--- src/rtl/fp32_pkg.sv ---
// Shared FP32 field widths, constants, the accumulator state encoding and
// the unpack/pack helpers used by the dot-product accumulator.
package fp32_pkg;

   localparam int FP_EXP_W = 8;
   localparam int FP_MAN_W = 23;
   localparam int FP_BIAS  = 127;

   localparam logic [31:0] FP_POS_INF = 32'h7F80_0000;
   localparam logic [31:0] FP_ZERO    = 32'h0000_0000;

   typedef enum logic [2:0] {
      IDLE,
      ALIGN,
      ADD,
      NORM,
      DONE
   } state_t;

   // Sign, biased exponent and 24-bit mantissa with the hidden bit restored.
   typedef struct packed {
      logic                sign;
      logic [FP_EXP_W-1:0] exp;
      logic [FP_MAN_W:0]   man;
   } fp_unpacked_t;

   // A zero exponent field means zero or denormal; both are treated as zero.
   function automatic fp_unpacked_t fp_unpack(input logic [31:0] value);
      fp_unpacked_t u;
      u.sign = value[31];
      u.exp  = value[30:23];
      u.man  = (value[30:23] == '0) ? '0 : {1'b1, value[22:0]};
      return u;
   endfunction

   function automatic logic [31:0] fp_pack(input logic                sign,
                                           input logic [FP_EXP_W-1:0] exp,
                                           input logic [FP_MAN_W-1:0] frac);
      return {sign, exp, frac};
   endfunction

endpackage

--- src/rtl/fp_lzc.sv ---
// Combinational 25-bit leading-zero counter used by the normalise step.
module fp_lzc (
   input  logic [24:0] value,
   output logic [4:0]  zeros
);

   // Scan upwards so the highest set bit is the one that determines the count.
   always_comb begin
      zeros = 5'd25;
      for (int i = 0; i < 25; i++) begin
         if (value[i]) begin
            zeros = 5'(24 - i);
         end
      end
   end

endmodule

--- src/rtl/fp32_dot_accumulator.sv ---
// Accumulates VEC_LEN consecutive FP32 products into one single-precision sum
// using a multi-cycle align/add/normalise sequence with truncating rounding.
module fp32_dot_accumulator
   import fp32_pkg::*;
#(
   parameter int VEC_LEN = 4
) (
   input  logic        clk,
   input  logic        reset,
   input  logic        datain_valid,
   input  logic [31:0] datain,
   input  logic        datain_ovf,
   output logic        datain_ready,
   output logic [31:0] dataout,
   output logic        dataout_valid,
   output logic        overflow_flag
);

   localparam int              CNT_W    = $clog2(VEC_LEN);
   localparam logic [CNT_W-1:0] LAST_IDX = CNT_W'(VEC_LEN - 1);

   state_t state, state_next;

   logic [31:0]      acc;
   logic [CNT_W-1:0] count;
   logic             ovf_sticky;
   logic             last_elem;
   logic             accept;

   logic [31:0] op_data;
   logic        op_bad;

   fp_unpacked_t        acc_u, op_u;
   logic                acc_is_big;
   logic [FP_EXP_W-1:0] exp_diff;
   logic [FP_MAN_W:0]   small_raw;
   logic [FP_MAN_W:0]   small_shifted;

   logic [FP_EXP_W-1:0] al_exp;
   logic                al_sign_big, al_sign_small;
   logic [FP_MAN_W:0]   al_man_big, al_man_small;

   logic [24:0]         add_man;
   logic                add_sign;

   logic [FP_EXP_W-1:0] sum_exp;
   logic                sum_sign;
   logic [24:0]         sum_man;

   logic [4:0]          lz;
   logic signed [9:0]   norm_exp;
   logic [FP_MAN_W-1:0] norm_frac;
   logic [31:0]         norm_result;
   logic                norm_ovf;

   logic [31:0] acc_next;
   logic        sticky_next;

   assign last_elem = (count == LAST_IDX);
   assign accept    = datain_valid & datain_ready;
   assign acc_u     = fp_unpack(acc);
   assign op_u      = fp_unpack(op_data);

   // The trailing 1 caps the count at 24 so only the 24-bit mantissa is measured.
   fp_lzc u_lzc (
      .value ({sum_man[23:0], 1'b1}),
      .zeros (lz)
   );

   // State register.
   always_ff @(posedge clk or negedge reset) begin
      if (!reset) begin
         state <= IDLE;
      end else begin
         state <= state_next;
      end
   end

   // Next-state logic; the block only takes a product while sitting in IDLE.
   always_comb begin
      state_next   = state;
      datain_ready = 1'b0;
      case (state)
         IDLE: begin
            datain_ready = 1'b1;
            if (datain_valid) begin
               state_next = ALIGN;
            end
         end
         ALIGN:   state_next = ADD;
         ADD:     state_next = NORM;
         NORM:    state_next = last_elem ? DONE : IDLE;
         DONE:    state_next = IDLE;
         default: state_next = IDLE;
      endcase
   end

   // Align: the larger exponent wins and the other mantissa is truncated right.
   always_comb begin
      acc_is_big    = (acc_u.exp >= op_u.exp);
      exp_diff      = acc_is_big ? (acc_u.exp - op_u.exp) : (op_u.exp - acc_u.exp);
      small_raw     = acc_is_big ? op_u.man : acc_u.man;
      small_shifted = (exp_diff >= 8'd25) ? '0 : (small_raw >> exp_diff);
   end

   // Add: same signs add; otherwise the larger magnitude minus the smaller.
   always_comb begin
      add_man  = '0;
      add_sign = al_sign_big;
      if (al_sign_big == al_sign_small) begin
         add_man = {1'b0, al_man_big} + {1'b0, al_man_small};
      end else if (al_man_big >= al_man_small) begin
         add_man = {1'b0, al_man_big - al_man_small};
      end else begin
         add_man  = {1'b0, al_man_small - al_man_big};
         add_sign = al_sign_small;
      end
   end

   // Normalise the sum, flushing underflow to signed zero and overflow to infinity.
   always_comb begin
      norm_exp    = '0;
      norm_frac   = '0;
      norm_result = FP_ZERO;
      norm_ovf    = 1'b0;
      if (sum_man != '0) begin
         if (sum_man[24]) begin
            norm_exp  = $signed({2'b00, sum_exp}) + 10'sd1;
            norm_frac = sum_man[23:1];
         end else begin
            norm_exp  = $signed({2'b00, sum_exp}) - $signed({5'd0, lz});
            norm_frac = sum_man[22:0] << lz;
         end
         if (norm_exp <= 10'sd0) begin
            norm_result = fp_pack(sum_sign, '0, '0);
         end else if (norm_exp >= 10'sd255) begin
            norm_result = FP_POS_INF | {sum_sign, 31'd0};
            norm_ovf    = 1'b1;
         end else begin
            norm_result = fp_pack(sum_sign, norm_exp[7:0], norm_frac);
         end
      end
   end

   // Once a vector has overflowed its accumulator stays at the first infinity seen.
   always_comb begin
      acc_next    = norm_result;
      sticky_next = ovf_sticky;
      if (ovf_sticky) begin
         acc_next = acc;
      end else if (op_bad) begin
         acc_next    = FP_POS_INF | {op_data[31], 31'd0};
         sticky_next = 1'b1;
      end else if (norm_ovf) begin
         sticky_next = 1'b1;
      end
   end

   // Operand capture and the align/add pipeline registers.
   always_ff @(posedge clk or negedge reset) begin
      if (!reset) begin
         op_data       <= '0;
         op_bad        <= 1'b0;
         al_exp        <= '0;
         al_sign_big   <= 1'b0;
         al_sign_small <= 1'b0;
         al_man_big    <= '0;
         al_man_small  <= '0;
         sum_exp       <= '0;
         sum_sign      <= 1'b0;
         sum_man       <= '0;
      end else begin
         if (accept) begin
            op_data <= datain;
            op_bad  <= datain_ovf | (datain[30:23] == {FP_EXP_W{1'b1}});
         end
         if (state == ALIGN) begin
            al_exp        <= acc_is_big ? acc_u.exp : op_u.exp;
            al_sign_big   <= acc_is_big ? acc_u.sign : op_u.sign;
            al_sign_small <= acc_is_big ? op_u.sign : acc_u.sign;
            al_man_big    <= acc_is_big ? acc_u.man : op_u.man;
            al_man_small  <= small_shifted;
         end
         if (state == ADD) begin
            sum_exp  <= al_exp;
            sum_sign <= add_sign;
            sum_man  <= add_man;
         end
      end
   end

   // Accumulator, element counter and overflow sticky; cleared when leaving DONE.
   always_ff @(posedge clk or negedge reset) begin
      if (!reset) begin
         acc        <= FP_ZERO;
         count      <= '0;
         ovf_sticky <= 1'b0;
      end else if (state == NORM) begin
         acc        <= acc_next;
         ovf_sticky <= sticky_next;
         if (!last_elem) begin
            count <= count + 1'b1;
         end
      end else if (state == DONE) begin
         acc        <= FP_ZERO;
         count      <= '0;
         ovf_sticky <= 1'b0;
      end
   end

   // Result registers: loaded as the last element finishes, held until the next result.
   always_ff @(posedge clk or negedge reset) begin
      if (!reset) begin
         dataout       <= FP_ZERO;
         overflow_flag <= 1'b0;
         dataout_valid <= 1'b0;
      end else begin
         dataout_valid <= 1'b0;
         if (state == NORM && last_elem) begin
            dataout       <= acc_next;
            overflow_flag <= sticky_next;
            dataout_valid <= 1'b1;
         end
      end
   end

endmodule

--- config.mk ---
export PLATFORM = sky130hd
export DESIGN_NAME = fp32_dot_accumulator
export DESIGN_NICKNAME = d
export VERILOG_FILES = /design/src/rtl/fp32_pkg.sv /design/src/rtl/fp_lzc.sv /design/src/rtl/fp32_dot_accumulator.sv
export SDC_FILE = /design/constraint.sdc
export NUM_CORES = 1
export LEC_CHECK = 0
export BUFFER_PORTS_ARGS = -buffer_cell sky130_fd_sc_hd__buf_2
export CORE_UTILIZATION = 40
export CTS_CLUSTER_SIZE = 40
export DETAILED_ROUTE_END_ITERATION = 8
export PLACE_DENSITY_LB_ADDON = 0.3
export SYNTH_ARGS = -nofsm -noshare
export SYNTH_HDL_FRONTEND = slang
export SYNTH_SLANG_ARGS = --single-unit
--- constraint.sdc ---
create_clock -name clk -period 6.5 [get_ports clk]
set_input_delay 0.65 -clock clk [delete_from_list [all_inputs] [get_ports clk]]
set_output_delay 0.65 -clock clk [all_outputs]
set_load 0.03 [all_outputs]
==> impl_metrics.yaml, run 1 <==
cells_and_area:
  layout_commonest_cell: "nand2_1"
  layout_common_cells: "223 x nand2_1, 197 x dfrtp_1, 162 x a21oi_1, 155 x nor2_1, 141 x o21ai_0"
  fin_cells: 2487
  fillers: 4066
  syn2layout_area_growth_pct: 8.10
  multi_input_area_um2: 10300
  drive_above_1_share_pct: 11.9
  register_area_um2: 4930
  nNetsFinal: 2085
  diodes: 0
yosys:
  syn_area_um2: 16200
  synth_cells: 1967
  synth_top_area_cell: "dfrtp_1"
  yosysUniqueCellTypes: 91
  async_reset_ff_share_pct: 100
  synth.net_count: 2103
  yosys_most_used_dff: "dfrtp_1"
  synth_top_area_share_pct: 30.5
  yosys-top-cells-area: "dfrtp_1 31%, ha_1 7.3%, mux2i_1 5.3%"
  postSynthAreaPerCell_um2: 8.22
  synth_warnings: 0
  ys_seq_elements: 197
  synth-seq-area-share_pct: 30.5
  synth_edf_count: 0
floorplan:
  die_y_um: 203
  core-area_um2: 39800
  rows: 73
  dieArea_um2: 41200
  initial_utilization_pct: 40.6
  io_pins: 71
  die-width_um: 203
timing:
  rsz0062_at_grt: "false"
  final_hold_viol_count: 0
  fin_skew_ns: 0.0157
  fin_crit_ns: 5.24
  worst_slack_ns: 1.26
  fin_crit_sh_pct: 80.6
  fmax_mhz: 191
  worstMarginPinSlew_ns: 0.928
  setup_viol: 0
  timing.slew.headroom_pct: 38.1
  maxSlewViolCount: 0
  tns_ns: 0
critical_path:
  startpoint_type: "flip-flop"
  cp_data_arrival_time_ns: 5.59
  r2r-end: "acc[22]"
  cp.required_ns: 6.86
  path_class: "flip-flop to flip-flop"
  startpoint: "sum_man[16]"
  regToRegSetupSlack_ns: 1.26
  critPathMaxFanout: 11
  rr_worst_depth: 15
  cp-end-kind: "flip-flop"
  crit-reg2reg-launch: "sum_man[16]"
global_routing:
  grt_pass1_wl_mm: 92.3
  grt-ovfl-total: 0
  grt_max_degree: 105
  grt_usage_pct: 29.0
  grt_pass1_vias: 15100
  antenna_found_initial: 1
placement:
  portBuffers: 70
  dpl_worst_slack_ns: 1.41
  hpwl_mm: 45.3
  gp_congestion: 1.01
  dp_cells: 2455
clock_tree:
  htree_levels: 4
  clock_sinks: 197
  cts-root-buf: "clkbuf_16"
  insertion_delay_ns: 0.47
  ctsResizeCount: 0
  cts_buffers: 17
  path_clk_slew_ns: 0.08
  cts_tree: "done"
  cts_max_path_buffers: 2
  cts.hold.buffers_added: 0
  cts_setup_buffers: 0
detailed_routing:
  drcViolationCount: 0
  vias: 15800
  post_drt_wl_per_cell_um: 23.8
  drt-total-wl_mm: 59.3
  dr.pass1.iters: 8
  viasPerCell: 6.37
  ant_nets: 0
  drtIter0Drc: 1642
worst_hold_path:
  hp-class: "input port to asynchronous set/reset pin"
job:
  cap_viol_max_count: 0
run_status:
  status: "completed"
-- per-layer routing --
layer,part of all wire (%),vias to the layer above,global-route usage (%)
met2,46,820,46.5
li1,-,7190,-
met4,3.1,2,9.96
met5,0.024,-,0
met1,43,7717,40.5
met3,7.7,120,3.31
-- how the worst max path moves through the flow --
| stage | end | slack, ns | depth (start not counted) |
|---|---|---|---|
| finish | acc[22] | 1.26 | 15 |
| global route | acc[22] | 1.0 | 15 |
| CTS | acc[22] | 1.37 | 15 |
| detailed placement | acc[22] | 1.41 | 15 |
| global placement | acc[22] | 1.51 | 15 |
| floorplan | acc[3] | 1.96 | 20 |
-- state kept, by name, summed over array words and instances (netlist names), 2 cells and up --
register      flops
acc              32
al_exp            8
al_man_big       24
al_man_small     24
count             2
dataout          32
op_data          32
state             3
sum_exp           8
sum_man          25
-- synth_stat cells (18+ instances only) --
cell      count
o21ai_0     141
nor2_1      156
a211oi_1     26
ha_1         94
o31ai_1      27
a21oi_1     162
mux2i_1      85
nor4_1       18
inv_1       102
buf_2        23
a31oi_1      36
a221oi_1     40
clkbuf_1    105
dfrtp_1     197
o211ai_1     18
mux2_2       52
xnor2_1      25
nand4_1      23
nand2_1     224
nor3_1       45
o22ai_1      34
nand3_1      35
-- stage by stage --
step | instance area (µm²) | util (%) | hold WS (ns)
3_3_place_gp | 16900 | 42.4 | 0.455
2_1_floorplan | 16200 | - | 0.354
5_1_grt | 17500 | 43.9 | 0.334
6_report | 17500 | 43.9 | 0.231
4_1_cts | 17500 | 43.9 | 0.285
3_5_place_dp | 16900 | 42.4 | 0.461
-- worst max-delay path, cell delays in order (launching register included) --
cell	delay (ns)
dfrtp_1	0.52
nor4_1	0.63
nand2_1	0.41
nor2_1	0.42
nor2_1	0.22
ha_1	0.36
o21ai_0	0.14
a21boi_0	0.41
o32ai_1	0.17
xnor2_1	0.20
o41ai_1	0.76
nor4_4	0.10
buf_4	0.21
nand2_1	0.23
nor2_1	0.09
o221a_2	0.25
-- cells by family (layout without fill, tap and decap cells) --
family	after synthesis	after routing	synth area share, %
adder cells (fa/ha/maj)	100	100	8.02
AND/OR/NAND/NOR	589	589	16.6
XOR/XNOR	36	36	1.95
flip-flops	197	197	30.5
buffers and inverters	247	242	6.29
multiplexers	146	146	10.1
AO/OA/AOI/OAI	652	652	26.6
-- cell type report --
| type | instances | share of cell area [%] |
|---|---|---|
| multi-input combinational | 1523 | 58.8 |
| sequential | 197 | 28.2 |
| tap | 525 | 3.76 |
| timing repair buffer | 104 | 3.52 |
| clock buffer | 17 | 2.43 |
| inverter | 106 | 2.31 |
| clock inverter | 15 | 1.01 |
Power of run 1 is not shown: default switching activity piles up to over one toggle a cycle in this logic, so the estimate is an artifact.
==> run 2, diff against run 1 <==
- ABC_AREA: unset -> 1
- clock period: 6.5 -> 5 ns (I/O delays scaled with it)
==> run 2 against run 1 <==
Compared with the run above: synthesized area decreased by 5.5%; via count decreased by 2.1%; cell area decreased by 4.3%; critical path depth increased by 27; fmax increased by 17%; wire length decreased by 9.9%; largest cell class unchanged.
==> impl_metrics.yaml, run 2 <==
clock_tree:
  cts_max_path_buffers: 2
  htree_levels: 4
  cts_tree: "done"
  cts_buffers: 17
  path_clk_slew_ns: 0.08
  insertion_delay_ns: 0.46
  cts-root-buf: "clkbuf_16"
  cts.hold.buffers_added: 0
  cts_setup_buffers: 0
  clock_sinks: 197
cells_and_area:
  nNetsFinal: 2438
  layout_commonest_cell: "nand2_1"
  drive_above_1_share_pct: 7.09
  fillers: 3943
  layout_common_cells: "714 x nand2_1, 255 x o21ai_0, 235 x inv_1, 197 x nand3_1, 197 x dfrtp_1"
  syn2layout_area_growth_pct: 9.52
  diodes: 0
  reg_top3: "acc: 32 flops, dataout: 32 flops, op_data: 32 flops"
yosys:
  yosysUniqueCellTypes: 62
  synth_common_cells: "715 x nand2_1, 257 x o21ai_0, 235 x inv_1, 197 x dfrtp_1, 197 x nand3_1"
  synth_edf_count: 0
  async_reset_ff_share_pct: 100
  synth_cells: 2282
  syn_area_um2: 15300
  synth_warnings: 0
  yosys_most_used_dff: "dfrtp_1"
  synth_top_area_share_pct: 32.3
  postSynthAreaPerCell_um2: 6.69
  yosys-top-cells-area: "dfrtp_1 32%, nand2_1 18%, o21ai_0 8.4%"
  synth.net_count: 2418
  synth-seq-area-share_pct: 32.3
  ys_seq_elements: 197
  synth_top_area_cell: "dfrtp_1"
  synth_most_common_cell: "nand2_1"
timing:
  rsz0062_at_grt: "false"
  worst_slack_ns: 0.513
  tns_ns: 0
  fmax_mhz: 223
  fin_skew_ns: 0.0156
  setup_viol: 0
  worstMarginPinSlew_ns: 0.964
  fin_crit_ns: 4.49
  maxSlewViolCount: 0
  timing.slew.headroom_pct: 35.7
  final_hold_viol_count: 0
  fin_crit_sh_pct: 89.7
floorplan:
  io_pins: 71
  core-area_um2: 37600
  initial_utilization_pct: 40.6
  dieArea_um2: 39000
  die_y_um: 197
  rows: 71
  die-width_um: 197
global_routing:
  grt-ovfl-total: 0
  grt_pass1_vias: 14600
  grt_pass1_wl_mm: 83.9
  grt_max_degree: 114
  grt_usage_pct: 28.1
  antenna_found_initial: 0
detailed_routing:
  drt-total-wl_mm: 53.4
  dr.pass1.iters: 6
  wl_met2_mm: 23.2
  drcViolationCount: 0
  ant_nets: 0
  drtIter0Drc: 1746
  vias: 15500
  viasPerCell: 5.49
  post_drt_wl_per_cell_um: 18.9
  topRoutingLayerUsed: "met4"
  wl_met1_mm: 24.5
  wl_met3_mm: 3.49
critical_path:
  path_class: "flip-flop to flip-flop"
  crit_path_max_incr_delay_ns: 0.40
  critPathMaxFanout: 26
  cp-end-kind: "flip-flop"
  cp_data_arrival_time_ns: 4.89
  cp.required_ns: 5.40
  crit_top_cell: "nand2_1"
  startpoint_type: "flip-flop"
  slowest_stage: "dfrtp_1"
run_status:
  status: "completed"
placement:
  gp_congestion: 1.01
  hpwl_mm: 41.3
  portBuffers: 70
  dpl_worst_slack_ns: 0.519
job:
  cap_viol_max_count: 0
worst_hold_path:
  hp-class: "input port to asynchronous set/reset pin"
## run 2: changes by cell type after synthesis, moves of 37 or more
cell / delta
nand3_1: +162
mux2_2: -52
nor2_1: -62
mux2i_1: -81
o21ai_0: +116
nand2_1: +491
inv_1: +133
a221oi_1: -37
## run 2: layer usage
layer	up-vias	GRT usage, %
met5	-	0
met4	0	12.1
met3	86	4.47
met2	579	42.1
met1	7300	39.7
li1	7552	-
## run 2: cell type report
type / count / area, µm² / area share (%)
clock buffer: 18 / 429 / 2.57
tap: 511 / 639 / 3.82
inverter: 247 / 933 / 5.58
sequential: 197 / 4930 / 29.5
clock inverter: 13 / 139 / 0.830
multi-input combinational: 1730 / 8990 / 53.7
timing repair buffer: 109 / 668 / 3.99
## run 2: path summary, 6_finish.rpt
kind	startpoint	end	slack [ns]	cells past startpoint
max	sum_man[1]	dataout[1]	0.51	42
min	reset	dataout_valid	0.07	1
max reg2reg	sum_man[1]	dataout[1]	0.51	42
min reg2reg	dataout[4]	dataout[4]	0.48	2
max in group asynchronous	reset	al_man_small[17]	3.82	2
min in group clk	datain[14]	op_data[14]	0.24	3
## run 2: timing repair
item                                   CTS  global route
endpoints found under the hold margin    0             0
setup endpoints to repair                0            14
gates resized for setup                  0             4
## run 2: worst max-delay path, delay by kind of cell, from the launching register on
family	cells	cell delay [ns]
buffers and inverters	5	0.76
and+or+nand+nor	30	2.02
AOI/OAI and AO/OA	5	0.86
xor gates and xnor gates	1	0.21
DFF	1	0.40
adders and majority gates	1	0.18
## run 2: kinds of logic (layout without fill, tap and decap cells)
family / Yosys count / after routing / synth area share (%)
flops: 197 / 197 / 32.3
simple gates: 1053 / 1053 / 28.4
mux: 4 / 4 / 0.262
fa+ha+maj: 100 / 100 / 8.49
compound gates: 539 / 539 / 19.5
buf+inv: 355 / 387 / 9.04
xor+xnor: 34 / 34 / 2.00
## run 2: per-stage QoR
stage / std cells / utilization (%) / cell area [µm²] / hold WS [ns]
after detailed placement: 2794 / 43.0 / 16100 / 0.462
after CTS: 2825 / 44.5 / 16700 / 0.0939
after global placement: 2794 / 43.0 / 16100 / 0.460
after global routing: 2825 / 44.5 / 16700 / 0.123
final: 2825 / 44.5 / 16700 / 0.0654
after floorplan: 2282 / - / 15300 / 0.204
Power of run 2 is left out for the same reason.
